===== src/rtl/hilo_muldiv.sv =====
// hilo_muldiv: 32-bit signed Booth multiply / restoring divide into HI/LO (clock, reset, start, op, a_in, b_in -> hi_out, lo_out, busy, done, div_by_zero)
module hilo_muldiv (
  input  logic        clock,
  input  logic        reset,
  input  logic        start,
  input  logic        op,
  input  logic [31:0] a_in,
  input  logic [31:0] b_in,
  output logic [31:0] hi_out,
  output logic [31:0] lo_out,
  output logic        busy,
  output logic        done,
  output logic        div_by_zero
);
  localparam logic [1:0] IDLE = 2'd0, MULT = 2'd1, DIV = 2'd2, FINISH = 2'd3;
  logic [1:0] state;
  logic [5:0] cnt;
  logic [31:0] a_r, b_r, acc, q, abs_a, abs_b, m_acc, m_q, d_acc, d_q, q_fix, r_fix;
  logic [32:0] bsum, dsub;
  logic q1, dz;
  always_comb begin
    abs_a = a_r[31] ? -a_r : a_r;
    abs_b = b_r[31] ? -b_r : b_r;
    bsum = {q[0], q1} == 2'b01 ? {acc[31], acc} + {b_r[31], b_r} :
           {q[0], q1} == 2'b10 ? {acc[31], acc} - {b_r[31], b_r} : {acc[31], acc};
    m_acc = bsum[32:1];
    m_q = {bsum[0], q[31:1]};
    dsub = {acc, q[31]} - {1'b0, abs_b};
    d_acc = dsub[32] ? {acc[30:0], q[31]} : dsub[31:0];
    d_q = {q[30:0], ~dsub[32]};
    q_fix = (a_r[31] ^ b_r[31]) ? -d_q : d_q;
    r_fix = a_r[31] ? -d_acc : d_acc;
  end
  assign busy = state == MULT || state == DIV;
  assign done = state == FINISH;
  assign div_by_zero = done && dz;
  always_ff @(posedge clock) begin
    if (reset) begin
      state <= IDLE;
      cnt <= '0;
      a_r <= '0;
      b_r <= '0;
      acc <= '0;
      q <= '0;
      q1 <= 1'b0;
      dz <= 1'b0;
      hi_out <= '0;
      lo_out <= '0;
    end else begin
      case (state)
        IDLE: if (start) begin
          a_r <= a_in;
          b_r <= b_in;
          cnt <= '0;
          state <= op ? DIV : MULT;
        end
        MULT: begin
          cnt <= cnt + 6'd1;
          if (cnt == 6'd0) begin
            acc <= '0;
            q <= a_r;
            q1 <= 1'b0;
          end else begin
            acc <= m_acc;
            q <= m_q;
            q1 <= q[0];
          end
          if (cnt == 6'd32) begin
            state <= FINISH;
            hi_out <= m_acc;
            lo_out <= m_q;
            dz <= 1'b0;
          end
        end
        DIV: begin
          cnt <= cnt + 6'd1;
          if (b_r == '0) begin
            state <= FINISH;
            dz <= 1'b1;
          end else if (cnt == 6'd0) begin
            acc <= '0;
            q <= abs_a;
          end else begin
            acc <= d_acc;
            q <= d_q;
            if (cnt == 6'd32) begin
              state <= FINISH;
              hi_out <= r_fix;
              lo_out <= q_fix;
              dz <= 1'b0;
            end
          end
        end
        default: state <= IDLE;
      endcase
    end
  end
endmodule


===== config.mk =====
export PLATFORM = sky130hd
export DESIGN_NAME = hilo_muldiv
export DESIGN_NICKNAME = d
export VERILOG_FILES = /design/src/rtl/hilo_muldiv.sv
export SDC_FILE = /design/constraint.sdc
export NUM_CORES = 1
export LEC_CHECK = 0
export CAP_MARGIN = 10
export CORE_MARGIN = 2
export CORE_UTILIZATION = 61
export CTS_CLUSTER_SIZE = 28
export DETAILED_ROUTE_END_ITERATION = 12
export PLACE_DENSITY = 0.93
export SYNTH_ARGS = -nofsm -noshare
export SYNTH_HDL_FRONTEND = slang
export SYNTH_SLANG_ARGS = --single-unit

===== constraint.sdc =====
create_clock -name clock -period 7.9 [get_ports clock]
set_input_delay 1.975 -clock clock [delete_from_list [all_inputs] [get_ports clock]]
set_output_delay 1.975 -clock clock [all_outputs]
set_load 0.02 [all_outputs]

Word-level counts from Yosys, hierarchy flattened
Cells that the tools add are included.
- bits of input ports: 68
- flip-flop bits (word level): 202
- output and inout port bits: 67
- add/subtract/negate cells: 8
- eq/ne operators: 12
- bitwise logic cells: 2
- mux-type cells: 38
- reduce and logical (&&, ||, !) cells: 14
- operators by type and width (kind ; count):
    32-bit 2-to-1 mux ; 19
    32-bit one-hot mux with 2 select lines ; 4
    32-bit negator ; 4
    33-bit 2-to-1 mux ; 2
    32-bit by 32-bit adder with 33-bit output ; 1
    32-bit by 32-bit subtractor with 33-bit output ; 1
    33-bit by 32-bit subtractor with 33-bit output ; 1
    32-bit zero test ; 1
    6-bit one-hot mux with 2 select lines ; 1
    2-bit 2-to-1 mux ; 5
    2-bit AND reduction ; 5
    6-bit by 1-bit adder with 6-bit output (second input constant) ; 1
    2-bit equality test (second input constant) ; 3
    6-bit equality test (second input constant) ; 1
    6-bit zero test ; 1
    6-bit 2-to-1 mux ; 1
    2-bit != test (second input constant) ; 3
    2-bit one-hot mux with 3 select lines ; 1
    5-bit AND reduction ; 1
    2-bit by 1-bit equality test with 1-bit output (second input constant) ; 2
    1-bit 2-to-1 mux ; 4
    2-bit by 1-bit != test with 1-bit output (second input constant) ; 2
    2-bit nonzero test ; 2
    3-bit by 2-bit != test with 1-bit output (second input constant) ; 1
    other kinds (7) ; 7

Logic depth before layout (Yosys ltp)
- word-level depth: 10
- depth in mapped cells: 31

Worst setup path before layout
OpenSTA, ideal clock, no wires.
- path kind: register -> register
- from: reg b_r[6]
- to: reg hi_out[24]
- path buffers: 3
- cell stages (with the launch flop): 29
- required time: 7.766 ns
- data arrival time: 6.943 ns
- setup slack: 0.823 ns
- clock period less this slack: 7.077 ns
- cells stage by stage: dfxtp_1 -> or2_2 -> or3_1 -> or3_1 -> or3_1 -> or3_1 -> or3_1 -> o31ai_1 -> xnor2_1 -> ha_1 -> a21o_1 -> a21o_1 -> a21o_1 -> a22o_1 -> a221oi_4 -> inv_2 -> buf_6 -> clkbuf_1 -> buf_2 -> a21oi_1 -> ha_1 -> nand3_1 -> or4_4 -> nand2b_4 -> o31a_1 -> or4_4 -> nand3_1 -> o221a_1 -> a31oi_1
- cells in the longest elaborated chain, start to end: 10
- RTL lines (item ; RTL line ; text):
    start, declared ; 18 ; logic [31:0] a_r, b_r, acc, q, abs_a, abs_b, m_acc, m_q, d_acc, d_q, q_fix, r_fix;
    start signal, assigned ; 53 ; b_r <= b_in;
    32-bit negator ; 23 ; abs_b = b_r[31] ? -b_r : b_r;
    32-bit 2-to-1 mux ; 23 ;
    33-bit by 32-bit subtractor with 33-bit output ; 28 ; dsub = {acc, q[31]} - {1'b0, abs_b};
    32-bit 2-to-1 mux ; 29 ; d_acc = dsub[32] ? {acc[30:0], q[31]} : dsub[31:0];
    32-bit negator ; 32 ; r_fix = a_r[31] ? -d_acc : d_acc;
    32-bit 2-to-1 mux ; 32 ;
    32-bit 2-to-1 mux ; 86 ; if (cnt == 6'd32) begin
    32-bit 2-to-1 mux ; 80 ; end else if (cnt == 6'd0) begin
    32-bit 2-to-1 mux ; 77 ; if (b_r == '0) begin
    32-bit one-hot mux with 2 select lines ; 50 ; case (state)
    end signal, assigned ; 70 ; hi_out <= m_acc;
    end signal, assigned ; 88 ; hi_out <= r_fix;
    end, declared ; 9 ; output logic [31:0] hi_out,
Parallel ways exist; a longest one is shown, timed or not. The select of a mux whose other input is x is not followed.
A chain may end at the register's enable or synchronous reset.

Final worst setup path
- from: reg b_r[1]
- to: reg hi_out[24]
Same word-level chain as after synthesis.

==> impl_results.md <==
- Status: completed
- Post-synth ARST share: 0%
- Initial Util: 62.2%
- Synth cell count leaders: nand2_1, a21oi_1, nor2_1, dfxtp_1, clkbuf_1
- Layout fillers: 2332
- I/O pins: 135
- Sw Pwr: 3.77 mW
- Number of global-route vias before repair: 18400
- Number of post-CTS setup repair buffers: 0
- Worst path required time: 8.30 ns
- Syn Inst Count: 2549
- Ant diodes: 0
- Netlist cell types: 88
- Nets: 2731
- Cell area after placement: 0.0192 mm²
- Setup_tns: 0 ns
- Area grow syn2layout: 12.4%
- GRT Total Usage: 39.5%
- Post-layout util: 69.8%
- Max VDD drop: 0.348 mV
- CTS tree: built
- Die Y: 175 µm
- Slew HR: 26.6%
- Clk root buf: clkbuf_16
- Post-route minimum period: 7.48 ns
- Proportion of layout cells with a drive suffix above 1: 4.40%
- Final hold slack: 0.449 ns
- Total power: 7.29 mW
- Final WL: 62800 µm
- Max cap viols: 0
- Largest cells by area after synthesis: dfxtp_1, a21oi_1, nand2_1
- Comb power frac: 62.3%
- CTS-repair resized insts: 0
- Share of the synthesized area in the top cell type: 22.6%
- Routing usage on met3: 8.70%
- Worst Hold Depth: 2
- Synth Cell Area: 0.0179 mm²
- Ys flop type: dfxtp_1
- Syn avg cell area: 7.02 µm²
- Met1 Usage GRT: 52.6%
- Critical path endpoint category: flop
- Finish-stage setup viols: 0
- Placed insts: 2911
- Worst Path Class, Setup: reg -> reg
- CTS Sinks: 202
- Sequential group share of total power: 20.7%
- CP startpoint: b_r[1]
- Post-Syn Nets: 2727
- Finished Layout Cells: 2955
- Cell area after layout: 0.0201 mm²
- Most common cell in the netlist: nand2_1
- Critical path peak fanout: 15
- CTS Buf Count: 24
- Hold Crit Class: reg -> reg
- Max H-tree Level: 1
- WL/cell: 21.3 µm
- Final hold vios: 0
- Arrival @ worst endpoint: 7.87 ns
- Largest net degree at the start of global routing: 95
- Grt met2 use: 61.6%
- Initial antenna violation count: 0
- Dpl hpwl: 44800 µm
- Placer Congestion: 0.981
- Routed Antenna Nets: 0
- Post-synth EDFFs: 0
- Total grt overflow: 0
- Seq cells post-synth: 202
- Worst-Skew Late Latency: 0.57 ns
- Die ar.: 0.0307 mm²
- Clock buffer depth: 3
- Vias: 19800
- Period utilisation layout: 94.6%
- LEAKAGE: 7.71 nW
- Fmax: 134 MHz
- Core Footprint: 0.0288 mm²
- Worst reg2reg path startpoint: b_r[1]
- Post-synthesis sequential area ratio: 22.6%
- Via/cell ratio: 6.71
- Int Pwr: 3.52 mW
- Sw frac: 51.7%
- Clock transition at the registers of the reported paths: 0.07 ns
- PwrDens: 362 mW/mm²
- Post-CTS Hold Buffers: 0
- DRT iter0 DRCs: 2381
- Post-detailed-route DRC marker count: 0
- First-pass GRT wire length: 98500 µm
- Gr busiest metal: met2
- Startpoint Class: flop
- Die W: 175 µm
- Area leader, netlist: dfxtp_1
- Slew Limit Fails: 0
- Worst clock skew: 0.0431 ns
- Pre-CTS WS: 0.581 ns
- First-pass iteration count of the detailed router: 9
- Reg2Reg Depth: 26
- Number of synthesis warnings: 0
- Port Buf Inserts: 134
- Critical hold path startpoint: lo_out[21]
- RSZ-0062 raised after global routing: false
- Clk pwr share: 17.0%
- Min setup slack post-route: 0.423 ns
- Slew @ Worst Pin: 1.10 ns
- FP Rows: 62
## state kept, by name, indices dropped and copies added, names as in the netlist
register	count
state	2
q1	1
b_r	32
cnt	6
dz	1
acc	32
q	32
a_r	32
lo_out	32
hi_out	32
## cells in the final DEF (no fill, tap or decap), types with 13 or more instances in the layout
master           synthesis  routed
a211oi_1                47      47
a21o_1                  35      35
a21oi_1                329     329
a221oi_1                15      15
a31oi_1                 22      22
and2_1                  14      13
and3_1                  13      13
buf_4                    1      28
clkbuf_16                0      24
clkdlybuf4s50_1          0     133
dfxtp_1                202     202
ha_1                   107     106
inv_1                   92      92
mux2i_1                 43      43
nand2_1                387     385
nand2b_1                21      20
nand3_1                 40      40
nand4_1                 18      18
nor2_1                 228     225
nor2b_1                 20      20
nor3_1                  57      57
nor4_1                  25      25
o211ai_1                61      61
o21ai_0                136     136
o21bai_1                17      17
o31ai_1                 32      32
o41ai_1                 13      13
or3_1                   28      28
xnor2_1                125     125
xor2_1                  48      48
## kinds of logic (layout without fill, tap and decap cells)
group,Yosys count,count (layout),share of synthesized area (%)
AOI/OAI and AO/OA,831,831,29.2
DFF,202,202,22.6
adders and majority gates,110,110,7.82
buffers and inverters,278,300,6.09
xor gates and xnor gates,173,173,8.47
and+or+nand+nor,907,907,23.0
muxes,48,48,2.78
## layout make-up
type	instances	area (µm²)	area share (%)
sequential	202	4040	20.1
tap	384	480	2.39
multi-input combinational	2069	12800	63.7
clock inverter	13	210	1.05
inverter	95	357	1.77
timing repair buffer	161	1540	7.67
clock buffer	31	667	3.32
## routing by layer
metal	routed length, µm	vias up	part of all wire, %
met5	0	-	0
met4	2620	0	4.2
met3	7350	191	12
met2	27500	1238	44
met1	25300	9299	40
li1	-	9105	-
## final timing paths
| kind | end | slack (ns) |
|---|---|---|
| setup / recovery | hi_out[24] | 0.42 |
| hold / removal | lo_out[21] | 0.45 |
| setup reg to reg | hi_out[24] | 0.42 |
| hold reg to reg | lo_out[21] | 0.45 |
## worst max-delay path: stages, from the launching register on
cell and delay, ns:
dfxtp_1 0.39, nor3_1 0.21, nand3_1 0.15, or3_1 0.40, or3_1 0.43, or3_1 0.40, or3_1 0.38, or3_1 0.38
o31ai_1 0.27, xnor2_1 0.18, ha_1 0.32, a21o_1 0.21, a21o_1 0.17, a21o_1 0.18, a22o_1 0.25, a221oi_4 0.22
inv_2 0.19, a21oi_1 0.29, ha_1 0.30, nand3_1 0.17, or4_4 0.46, nand2b_4 0.16, o31a_1 0.32, or4_4 0.51
nand3_1 0.09, o221a_1 0.18, a31oi_1 0.07
## power groups by stage
stage               sequential, mW  combinational [mW]  clock [mW]
finish                        1.51                4.54        1.24
global route                  1.53                4.90        1.28
global placement              1.50                4.26           0
floorplan                     1.47                3.18           0
detailed placement            1.51                4.36           0
CTS                           1.49                4.39        1.23
No activity file was read; power rests on OpenSTA's default activity.
